`src/rtl/instr_fetch_queue.sv`:
```
`default_nettype none
// ---------------------------------------------------------------------------
// instr_fetch_queue : credit-limited instruction prefetch queue feeding decode
// Revision 1.0
// ---------------------------------------------------------------------------
module instr_fetch_queue #(
  parameter int                   BUS_WIDTH = 32,
  parameter int                   DEPTH     = 4,
  parameter logic [BUS_WIDTH-1:0] RESET_PC  = '0,
  parameter logic [3:0]           HALT_OP   = 4'hF
) (
  input  logic                 CLK,
  input  logic                 RST,
  output logic                 imem_req,
  output logic [BUS_WIDTH-1:0] imem_addr,
  input  logic                 imem_rvalid,
  input  logic [BUS_WIDTH-1:0] imem_rdata,
  input  logic                 stall_D,
  input  logic                 redirect_en,
  input  logic [BUS_WIDTH-1:0] redirect_pc,
  output logic [BUS_WIDTH-1:0] InstrD,
  output logic [BUS_WIDTH-1:0] PCD,
  output logic                 InstrD_valid,
  output logic                 halted
);

  localparam int                 PTR_W   = $clog2(DEPTH);
  localparam int                 CNT_W   = PTR_W + 1;
  localparam logic [CNT_W:0]     DEPTH_C = (CNT_W + 1)'(DEPTH);
  localparam logic [0:0]         ST_RUN    = 1'b0;
  localparam logic [0:0]         ST_HALTED = 1'b1;

  logic [0:0]           state_q, state_d;
  logic [BUS_WIDTH-1:0] pc_q, pc_d;
  logic [BUS_WIDTH-1:0] req_pc_q, req_pc_d;
  logic                 inflight_q, inflight_d;
  logic [PTR_W-1:0]     wr_ptr_q, wr_ptr_d;
  logic [PTR_W-1:0]     rd_ptr_q, rd_ptr_d;
  logic [CNT_W-1:0]     count_q, count_d;
  logic [BUS_WIDTH-1:0] qi_q [DEPTH];
  logic [BUS_WIDTH-1:0] qi_d [DEPTH];
  logic [BUS_WIDTH-1:0] qp_q [DEPTH];
  logic [BUS_WIDTH-1:0] qp_d [DEPTH];
  logic [BUS_WIDTH-1:0] instr_q, instr_d;
  logic [BUS_WIDTH-1:0] pcd_q, pcd_d;
  logic                 valid_q, valid_d;

  logic [CNT_W:0]       used;
  logic                 resp_ok, advance, head_valid, load, bypass;
  logic                 push, pop, halt_enter, flush;
  logic [BUS_WIDTH-1:0] load_instr, load_pc;

  // Credit counts both queued entries and the single outstanding request.
  assign used      = {1'b0, count_q} + {{CNT_W{1'b0}}, inflight_q};
  assign imem_req  = (state_q == ST_RUN) && !RST && !redirect_en && (used < DEPTH_C);
  assign imem_addr = pc_q;

  assign resp_ok    = imem_rvalid && inflight_q;
  assign advance    = !stall_D && !redirect_en;
  assign head_valid = (count_q != '0);
  assign load       = advance && (head_valid || resp_ok);
  assign bypass     = advance && !head_valid && resp_ok;
  assign load_instr = head_valid ? qi_q[rd_ptr_q] : imem_rdata;
  assign load_pc    = head_valid ? qp_q[rd_ptr_q] : req_pc_q;
  assign halt_enter = load && (state_q == ST_RUN) &&
                      (load_instr[BUS_WIDTH-1 -: 4] == HALT_OP);
  assign push       = resp_ok && !redirect_en && !bypass && !halt_enter;
  assign pop        = advance && head_valid;
  assign flush      = redirect_en || halt_enter;

  always_comb begin
    qi_d     = qi_q;
    qp_d     = qp_q;
    wr_ptr_d = wr_ptr_q;
    rd_ptr_d = rd_ptr_q;
    count_d  = count_q;
    if (push) begin
      qi_d[wr_ptr_q] = imem_rdata;
      qp_d[wr_ptr_q] = req_pc_q;
      wr_ptr_d       = wr_ptr_q + PTR_W'(1);
    end
    if (pop) begin
      rd_ptr_d = rd_ptr_q + PTR_W'(1);
    end
    count_d = count_q + CNT_W'(push) - CNT_W'(pop);
    if (flush) begin
      wr_ptr_d = '0;
      rd_ptr_d = '0;
      count_d  = '0;
    end
  end

  always_comb begin
    pc_d       = pc_q;
    req_pc_d   = req_pc_q;
    state_d    = state_q;
    inflight_d = imem_req && !halt_enter;
    if (imem_req) begin
      pc_d     = pc_q + BUS_WIDTH'(1);
      req_pc_d = pc_q;
    end
    if (redirect_en) begin
      pc_d    = redirect_pc;
      state_d = ST_RUN;
    end else if (halt_enter) begin
      state_d = ST_HALTED;
    end
  end

  always_comb begin
    instr_d = instr_q;
    pcd_d   = pcd_q;
    valid_d = valid_q;
    if (redirect_en) begin
      instr_d = '0;
      valid_d = 1'b0;
    end else if (!stall_D) begin
      if (load) begin
        instr_d = load_instr;
        pcd_d   = load_pc;
        valid_d = 1'b1;
      end else begin
        instr_d = '0;
        valid_d = 1'b0;
      end
    end
  end

  always_ff @(posedge CLK) begin
    qi_q <= qi_d;
    qp_q <= qp_d;
  end

  always_ff @(posedge CLK) begin
    if (RST) begin
      state_q    <= ST_RUN;
      pc_q       <= RESET_PC;
      req_pc_q   <= RESET_PC;
      inflight_q <= 1'b0;
      wr_ptr_q   <= '0;
      rd_ptr_q   <= '0;
      count_q    <= '0;
      instr_q    <= '0;
      pcd_q      <= RESET_PC;
      valid_q    <= 1'b0;
    end else begin
      state_q    <= state_d;
      pc_q       <= pc_d;
      req_pc_q   <= req_pc_d;
      inflight_q <= inflight_d;
      wr_ptr_q   <= wr_ptr_d;
      rd_ptr_q   <= rd_ptr_d;
      count_q    <= count_d;
      instr_q    <= instr_d;
      pcd_q      <= pcd_d;
      valid_q    <= valid_d;
    end
  end

  assign InstrD       = instr_q;
  assign PCD          = pcd_q;
  assign InstrD_valid = valid_q;
  assign halted       = (state_q == ST_HALTED);

endmodule
`default_nettype wire
```
`config.mk`:
```
export PLATFORM = sky130hd
export DESIGN_NAME = instr_fetch_queue
export DESIGN_NICKNAME = d
export VERILOG_FILES = /design/src/rtl/instr_fetch_queue.sv
export SDC_FILE = /design/constraint.sdc
export NUM_CORES = 1
export LEC_CHECK = 0
export ABC_CLOCK_PERIOD_IN_PS = 8029
export BUFFER_PORTS_ARGS = -buffer_cell sky130_fd_sc_hd__buf_2
export CELL_PAD_IN_SITES_DETAIL_PLACEMENT = 0
export CELL_PAD_IN_SITES_GLOBAL_PLACEMENT = 2
export CORE_MARGIN = 2
export CORE_UTILIZATION = 40
export DETAILED_ROUTE_END_ITERATION = 16
export PLACE_DENSITY_LB_ADDON = 0.08
export REMOVE_ABC_BUFFERS = 1
export SYNTH_ARGS = -nofsm -noshare
export SYNTH_HDL_FRONTEND = slang
export SYNTH_SLANG_ARGS = --single-unit
```
`constraint.sdc`:
```
create_clock -name CLK -period 8.03 [get_ports CLK]
set_input_delay 1.606 -clock CLK [delete_from_list [all_inputs] [get_ports CLK]]
set_output_delay 1.606 -clock CLK [all_outputs]
set_load 0.01 [all_outputs]
```
==> out/results.txt, run 1 <==
Clk root buf -> clkbuf_16
Max incr delay on CP -> 0.85 ns
Clk Latency, worst-skew pair -> 0.54 ns
GRT Total Usage -> 19.3%
Final Cycle Share -> 60.4%
Routed vias/inst -> 5.32
Die area -> 0.0405 sq mm
Endpoint, Worst Hold -> InstrD_valid$_SDFFE_PP0N_
Num ports -> 168
Max rail drop VDD -> 0.130 mV
Count of flip-flops with a built-in enable after synthesis -> 256
Global-route wire length before repair -> 60600 um
Startpoint types -> input port
Lkg Pwr -> 6.33 nW
Final instance area -> 0.0183 sq mm
Yosys cell types -> 57
Nets@finish -> 1388
Drt drc -> 0
Core Area -> 0.0386 sq mm
Min Tclk post-route -> 4.85 ns
Synth Cell Area -> 0.0156 sq mm
Synth Area per Inst -> 13.4 sq um
Top_reg_cell synth -> edfxtp_1
Status -> complete, no violations
Worst Setup End Kind -> primary output
Worst Hold Depth -> 2
YS warnings -> 0
Worst slew pin tran -> 1.17 ns
Initial antenna violation count -> 0
Final GP Congestion -> 0.688
Slew headroom -> 21.8%
Worst R2R Path Depth -> 6
Final hold violations -> 0
MaxCap Viol Count -> 0
Setup Fix Bufs, Post-CTS -> 0
RSZ-0062 raised after global routing -> false
Largest area contributor in the netlist -> edfxtp_1
Clock Skew -> 0.0219 ns
Hold Buf Count CTS -> 0
Share of layout cells above drive strength 1 -> 24.7%
Crit-path leading delay family -> simple AND/OR/NAND/NOR gates
Final core utilization -> 47.4%
# port buffers -> 167
Worst Hold Launch -> InstrD_valid$_SDFFE_PP0N_
Via Count -> 9891
Hold WS -> 0.457 ns
Post-DRT Antenna Nets -> 0
CP required -> 6.42 ns
Worst Path Buf+Inv -> 3
Area of the multi-input gates -> 0.00480 sq mm
Final setup viols -> 0
FF/Latch Area -> 0.0105 sq mm
Reg2reg start -> rd_ptr_q[0]$_SDFFE_PP0P_
Critical path data arrival time -> 3.24 ns
Drt pass-1 iters -> 5
Mapped Cells -> 1158
Largest net degree at the start of global routing -> 70
Die height -> 201 um
FP Rows -> 72
Final Slew Violations -> 0
F_max -> 0.206 GHz
Hold WC Path Type -> flip-flop to flip-flop
Worst-path clk slew -> 0.06 ns
Most common cell in the netlist -> edfxtp_1
Yosys reg bits -> 394
Critical path's slowest cell -> or2_2
Resize count post-CTS -> 0
Routed len/inst -> 21.1 um
Hpwl dp -> 23300 um
Crit-path cells -> buf_4 -> or2_2 -> nor2_4 -> nand2_1 -> inv_1 -> buf_2
Setup CP Type -> input port to primary output
Worst Path Max Fanout -> 41
H-tree level count -> 2
Post-Route WL -> 39300 um
Maximum root-to-sink buffer count -> 3
Number of global-route vias before repair -> 10077
R2R Setup Slk -> 4.01 ns
Area delta synth->final -> 17.4%
Placed cell areas -> 0.0169 sq mm
Initial Utilization -> 40.4%
# fillers -> 3549
Ranking of synthesized cells by area -> edfxtp_1, dfxtp_1, mux4_2
Commonest cells post-synth -> edfxtp_1, nand2_1, dfxtp_1
Num CTS Buffers -> 43
Clock sinks -> 394
Antenna diodes -> 0
Yosys top cell area share -> 49.4%
Total grt overflow -> 0
CTS tree -> built
Worst reg2reg endpoint -> qi_q[112]$_DFFE_PP_
Initial DRC count -> 474
Pwr Density -> 235 mW/mm^2
Die extent in x -> 201 um
Synth async-reset ratio -> 0%
Seq/Total Area, Yosys -> 67.1%
[flip-flops by register name (all words and copies together), names as in the netlist]
name / flops
qp_q: 128
InstrD_valid: 1
PCD: 32
InstrD: 32
wr_ptr_q: 2
imem_addr: 32
qi_q: 128
inflight_q: 1
rd_ptr_q: 2
req_pc_q: 32
count_q: 3
halted: 1
[cell type report]
class	instances	area share [%]
Sequential cell	394	57.2
Timing Repair Buffer	183	5.24
Tap cell	518	3.54
Clock inverter	13	0.903
Inverter	9	0.185
Multi-Input combinational cell	679	26.2
Clock buffer	64	6.70
[routing by layer]
metal	vias up	global-route usage, %	wire, um
li1	4664	-	-
met1	4958	26.9	18100
met2	225	31.8	18800
met3	44	3.05	1630
met4	0	4.88	712
met5	-	0	0
[where the power goes]
group          total (mW)  internal (mW)  switching (mW)
Combinational       0.149         0.0533          0.0961
Sequential           2.20           2.17          0.0317
Clock                1.95           1.18           0.768
[worst min-delay path, cell delays in order, from the launching register on]
cell and delay [ns]:
dfxtp_1 0.31, nand2_1 0.05, a21oi_1 0.05
[logic make-up (layout without fill, tap and decap cells)]
group                    count (synthesis)  in the layout  share of synthesized area (%)
multiplexers                            69             69                           9.59
AO/OA/AOI/OAI                          187            187                           7.78
flip-flops                             394            394                           67.1
XOR/XNOR                                12             12                          0.675
buffers and inverters                   85            269                           2.39
adder cells (fa/ha/maj)                  9              9                          0.771
AND/OR/NAND/NOR                        402            402                           11.7
[stage by stage]
stage,power (mW),worst slack (ns),std cells,setup TNS (ns)
3_3_place_gp,2.40,3.11,1783,0
6_report,4.30,3.18,1860,0
2_1_floorplan,2.30,-0.647,1082,-20.71
4_1_cts,4.36,3.11,1860,0
5_1_grt,4.45,3.00,1860,0
3_5_place_dp,2.40,3.08,1783,0
[how the worst max path moves through the flow]
stage,startpoint,depth (start not counted),slack [ns],to
2_1_floorplan,count_q[1]$_SDFF_PP0_,4,-0.65,PCD[0]$_SDFFE_PP0P_
3_3_place_gp,RST,6,3.11,imem_req
3_5_place_dp,RST,6,3.08,imem_req
4_1_cts,RST,6,3.11,imem_req
5_1_grt,RST,6,3.00,imem_req
6_report,RST,6,3.18,imem_req
[layout by cell type, fill, tap and decap left out, types with 4 or more instances in the layout]
master     instances
a211oi_1          10
a21oi_1           99
a221oi_1           6
a311oi_1          40
a31oi_1           10
and2_1            10
and3_1             6
and4b_1            4
buf_2            166
buf_4             17
bufinv_16          4
clkbuf_1          14
clkbuf_16         43
clkbuf_8           7
clkinv_1           4
clkinv_2           5
dfxtp_1          136
edfxtp_1         256
ha_1               8
inv_1              8
mux4_2            64
nand2_1          214
nand3_1           10
nand4_1            9
nor2_1            85
nor2_4             5
nor2b_1            4
nor3_1            18
o211ai_1           5
o311ai_0           4
or3_1              9
or4_1              7
xnor2_1            9
(Power assumes the default switching activity.)
==> run 2: changes to the inputs <==
--- a/config.mk
+++ b/config.mk
@@ -5,12 +5,12 @@
 export SDC_FILE = /design/constraint.sdc
 export NUM_CORES = 1
 export LEC_CHECK = 0
-export ABC_CLOCK_PERIOD_IN_PS = 8029
+export ABC_CLOCK_PERIOD_IN_PS = 4400
 export BUFFER_PORTS_ARGS = -buffer_cell sky130_fd_sc_hd__buf_2
 export CELL_PAD_IN_SITES_DETAIL_PLACEMENT = 0
 export CELL_PAD_IN_SITES_GLOBAL_PLACEMENT = 2
 export CORE_MARGIN = 2
-export CORE_UTILIZATION = 40
+export CORE_UTILIZATION = 37
 export DETAILED_ROUTE_END_ITERATION = 16
 export PLACE_DENSITY_LB_ADDON = 0.08
 export REMOVE_ABC_BUFFERS = 1
==> constraint.sdc (replaced) <==
create_clock -name CLK -period 4.4 [get_ports CLK]
set_input_delay 0.88 -clock CLK [delete_from_list [all_inputs] [get_ports CLK]]
set_output_delay 0.88 -clock CLK [all_outputs]
set_load 0.01 [all_outputs]
==> run 2 against run 1 <==
Register-to-register slack got worse by 2.8 ns; setup slack got worse by 2.3 ns; via count rose by 0.35%; global-route usage fell by 0.91 points; largest cell class unchanged.
==> out/results.txt, run 2 (same netlist as run 1, synthesis figures left out) <==
CTS tree -> built (unchanged)
Largest net degree at the start of global routing -> 65 (was 70)
Area delta synth->final -> 18.6% (was 17.4%)
Max incr delay on CP -> 0.47 ns (was 0.85 ns)
Via Count -> 9926 (was 9891)
Clk pwr share -> 46.2% (was 45.3%)
Pwr Total -> 7.99 mW (was 4.30 mW)
GRT Total Usage -> 18.4% (was 19.3%)
Cell-internal power -> 6.28 mW (was 3.41 mW)
Pwr Density -> 433 mW/mm^2 (was 235 mW/mm^2)
Crit. Startpoint -> count_q[2]$_SDFF_PP0_ (was RST)
Dpl cells -> 1812 (was 1783)
Routed len/inst -> 21.3 um (was 21.1 um)
Logic pwr share -> 3.4% (was 3.5%)
MaxCap Viol Count -> 0 (unchanged)
Clock sinks -> 394 (unchanged)
Max rail drop VDD -> 0.173 mV (was 0.130 mV)
Hpwl dp -> 24400 um (was 23300 um)
Total grt overflow -> 0 (unchanged)
Area of the multi-input gates -> 0.00481 sq mm (was 0.00480 sq mm)
Startpoint types -> flip-flop (was input port)
Global-route wire length before repair -> 61300 um (was 60600 um)
Final Cycle Share -> 79.5%
Initial DRC count -> 500 (was 474)
Setup CP Type -> flip-flop to primary output (was input port to primary output)
Final hold violations -> 0 (unchanged)
Drt pass-1 iters -> 5 (unchanged)
Worst Setup End Kind -> primary output (unchanged)
Placed cell areas -> 0.0170 sq mm (was 0.0169 sq mm)
Slew headroom -> 31.3% (was 21.8%)
Initial Utilization -> 37.3% (was 40.4%)
Number of global-route vias before repair -> 9953 (was 10077)
# fillers -> 3877 (was 3549)
Worst Path Max Fanout -> 22 (was 41)
Post-Route WL -> 40400 um (was 39300 um)
Post-DRT Antenna Nets -> 0 (unchanged)
Resize count post-CTS -> 0 (unchanged)
Cell Count, Final, Fillers Out -> 1898 (was 1860)
Critical path's slowest cell -> dfxtp_1 (was or2_2)
Initial antenna violation count -> 3 (was 0)
RSZ-0062 raised after global routing -> false (unchanged)
Crit-path cells -> ha_1 -> and4b_1 -> a211o_1 -> nand2_2 -> inv_1 -> buf_2 (was buf_4 -> or2_2 -> nor2_4 -> nand2_1 -> inv_1 -> buf_2)
Num ports -> 168 (unchanged)
Clk Latency, worst-skew pair -> 0.55 ns (was 0.54 ns)
Most frequent cells in the layout -> edfxtp_1, nand2_1, buf_2, dfxtp_1, a21oi_1 (unchanged)
Final GP Congestion -> 0.715 (was 0.688)
Final Slew Violations -> 0 (unchanged)
Clk root buf -> clkbuf_16 (unchanged)
Lkg Pwr -> 6.41 nW (was 6.33 nW)
Switch Pwr -> 1.71 mW (was 0.896 mW)
Die extent in x -> 209 um (was 201 um)
Fraction of power consumed by sequential logic -> 50.3% (was 51.2%)
# port buffers -> 167 (unchanged)
Worst Hold Launch -> InstrD_valid$_SDFFE_PP0N_ (unchanged)
Drt drc -> 0 (unchanged)
Nets@finish -> 1398 (was 1388)
Setup WS post-layout -> 0.903 ns (was 3.18 ns)
Status -> complete, no violations (unchanged)
Die area -> 0.0438 sq mm (was 0.0405 sq mm)
Final instance area -> 0.0185 sq mm (was 0.0183 sq mm)
Critical path data arrival time -> 2.62 ns (was 3.24 ns)
Setup Fix Bufs, Post-CTS -> 0 (unchanged)
H-tree level count -> 2 (unchanged)
Worst slew pin tran -> 1.02 ns (was 1.17 ns)
Commonest non-fill, non-tap cell in the layout -> edfxtp_1 (unchanged)
Largest registers -> qi_q: 128 flops, qp_q: 128 flops (unchanged)
Clock Skew -> 0.0120 ns (was 0.0219 ns)
F_max -> 0.286 GHz
Core Area -> 0.0418 sq mm (was 0.0386 sq mm)
Reg2reg start -> rd_ptr_q[0]$_SDFFE_PP0P_ (unchanged)
Hold Buf Count CTS -> 0 (unchanged)
Share of layout cells above drive strength 1 -> 25.7% (was 24.7%)
Min Tclk post-route -> 3.50 ns
FF/Latch Area -> 0.0105 sq mm (unchanged)
Die height -> 209 um (was 201 um)
Routed vias/inst -> 5.23 (was 5.32)
Place WS -> 0.987 ns (was 3.08 ns)
Hold WC Path Type -> flip-flop to flip-flop (unchanged)
Worst-path clk slew -> 0.06 ns (about the same)
Setup TNS -> 0 ns (unchanged)
CP required -> 3.52 ns (was 6.42 ns)
Maximum root-to-sink buffer count -> 3 (unchanged)
Final setup viols -> 0 (unchanged)
FP Rows -> 75 (was 72)
Num CTS Buffers -> 45 (was 43)
Switching part of the total -> 21.4% (was 20.8%)
==> run 2: cell count changes in the layout (fill, tap and decap cells not counted), moves of 2 or more <==
| cell | previous run | this run |
|---|---|---|
| clkbuf_16 | 43 | 49 |
| clkbuf_8 | 7 | 4 |
| bufinv_16 | 4 | 2 |
| diode_2 | 0 | 2 |
| clkbuf_1 | 14 | 12 |
| buf_4 | 17 | 25 |
| clkinvlp_4 | 0 | 2 |
| clkinv_2 | 5 | 9 |
==> run 2: cell type report <==
cell class	instances	share of cell area (%)
diodes	2	0.0271
clock buffers	65	7.18
clock inverters	19	0.826
inverters	9	0.183
multi-input cells	679	26.0
flip-flops and latches	394	56.6
well taps	539	3.65
repair buffers	191	5.51
==> run 2: power by group through the flow <==
| stage | clock network, mW | registers (mW) | logic (mW) |
|---|---|---|---|
| after floorplan | 0 | 4.10 | 0.110 |
| after global placement | 0 | 4.10 | 0.278 |
| after detailed placement | 0 | 4.10 | 0.281 |
| after CTS | 3.79 | 4.02 | 0.282 |
| after global routing | 3.93 | 4.03 | 0.306 |
| final | 3.69 | 4.02 | 0.274 |
==> run 2: final timing paths <==
path                                                  end  cells past startpoint  slack [ns]
worst max register to register      count_q[2]$_SDFF_PP0_                     11        1.18
worst min register to register  InstrD_valid$_SDFFE_PP0N_                      2        0.46
worst max-delay path                             imem_req                      6        0.90
worst min-delay path            InstrD_valid$_SDFFE_PP0N_                      2        0.46
==> run 2: worst max-delay path, delay by kind of cell (launching register included) <==
kind,cells,cell delay [ns]
buffers and inverters,2,0.33
flip-flops,1,0.47
AO/OA/AOI/OAI,1,0.38
adder cells (fa/ha/maj),1,0.22
AND/OR/NAND/NOR,2,0.67
==> run 2: metrics by stage <==
step           util (%)  hold WS (ns)
6_report           44.2         0.457
5_1_grt            44.2         0.483
4_1_cts            44.2         0.458
3_5_place_dp       40.7         0.450
3_3_place_gp       40.7         0.442
2_1_floorplan         -         0.470
==> run 2: layer usage <==
metal,vias to the layer above,wire [um],global-route usage [%]
met5,-,13,0
met4,2,700,4.31
met3,58,2120,3.61
met2,210,18800,29.7
met1,4964,18800,25.8
li1,4692,-,-
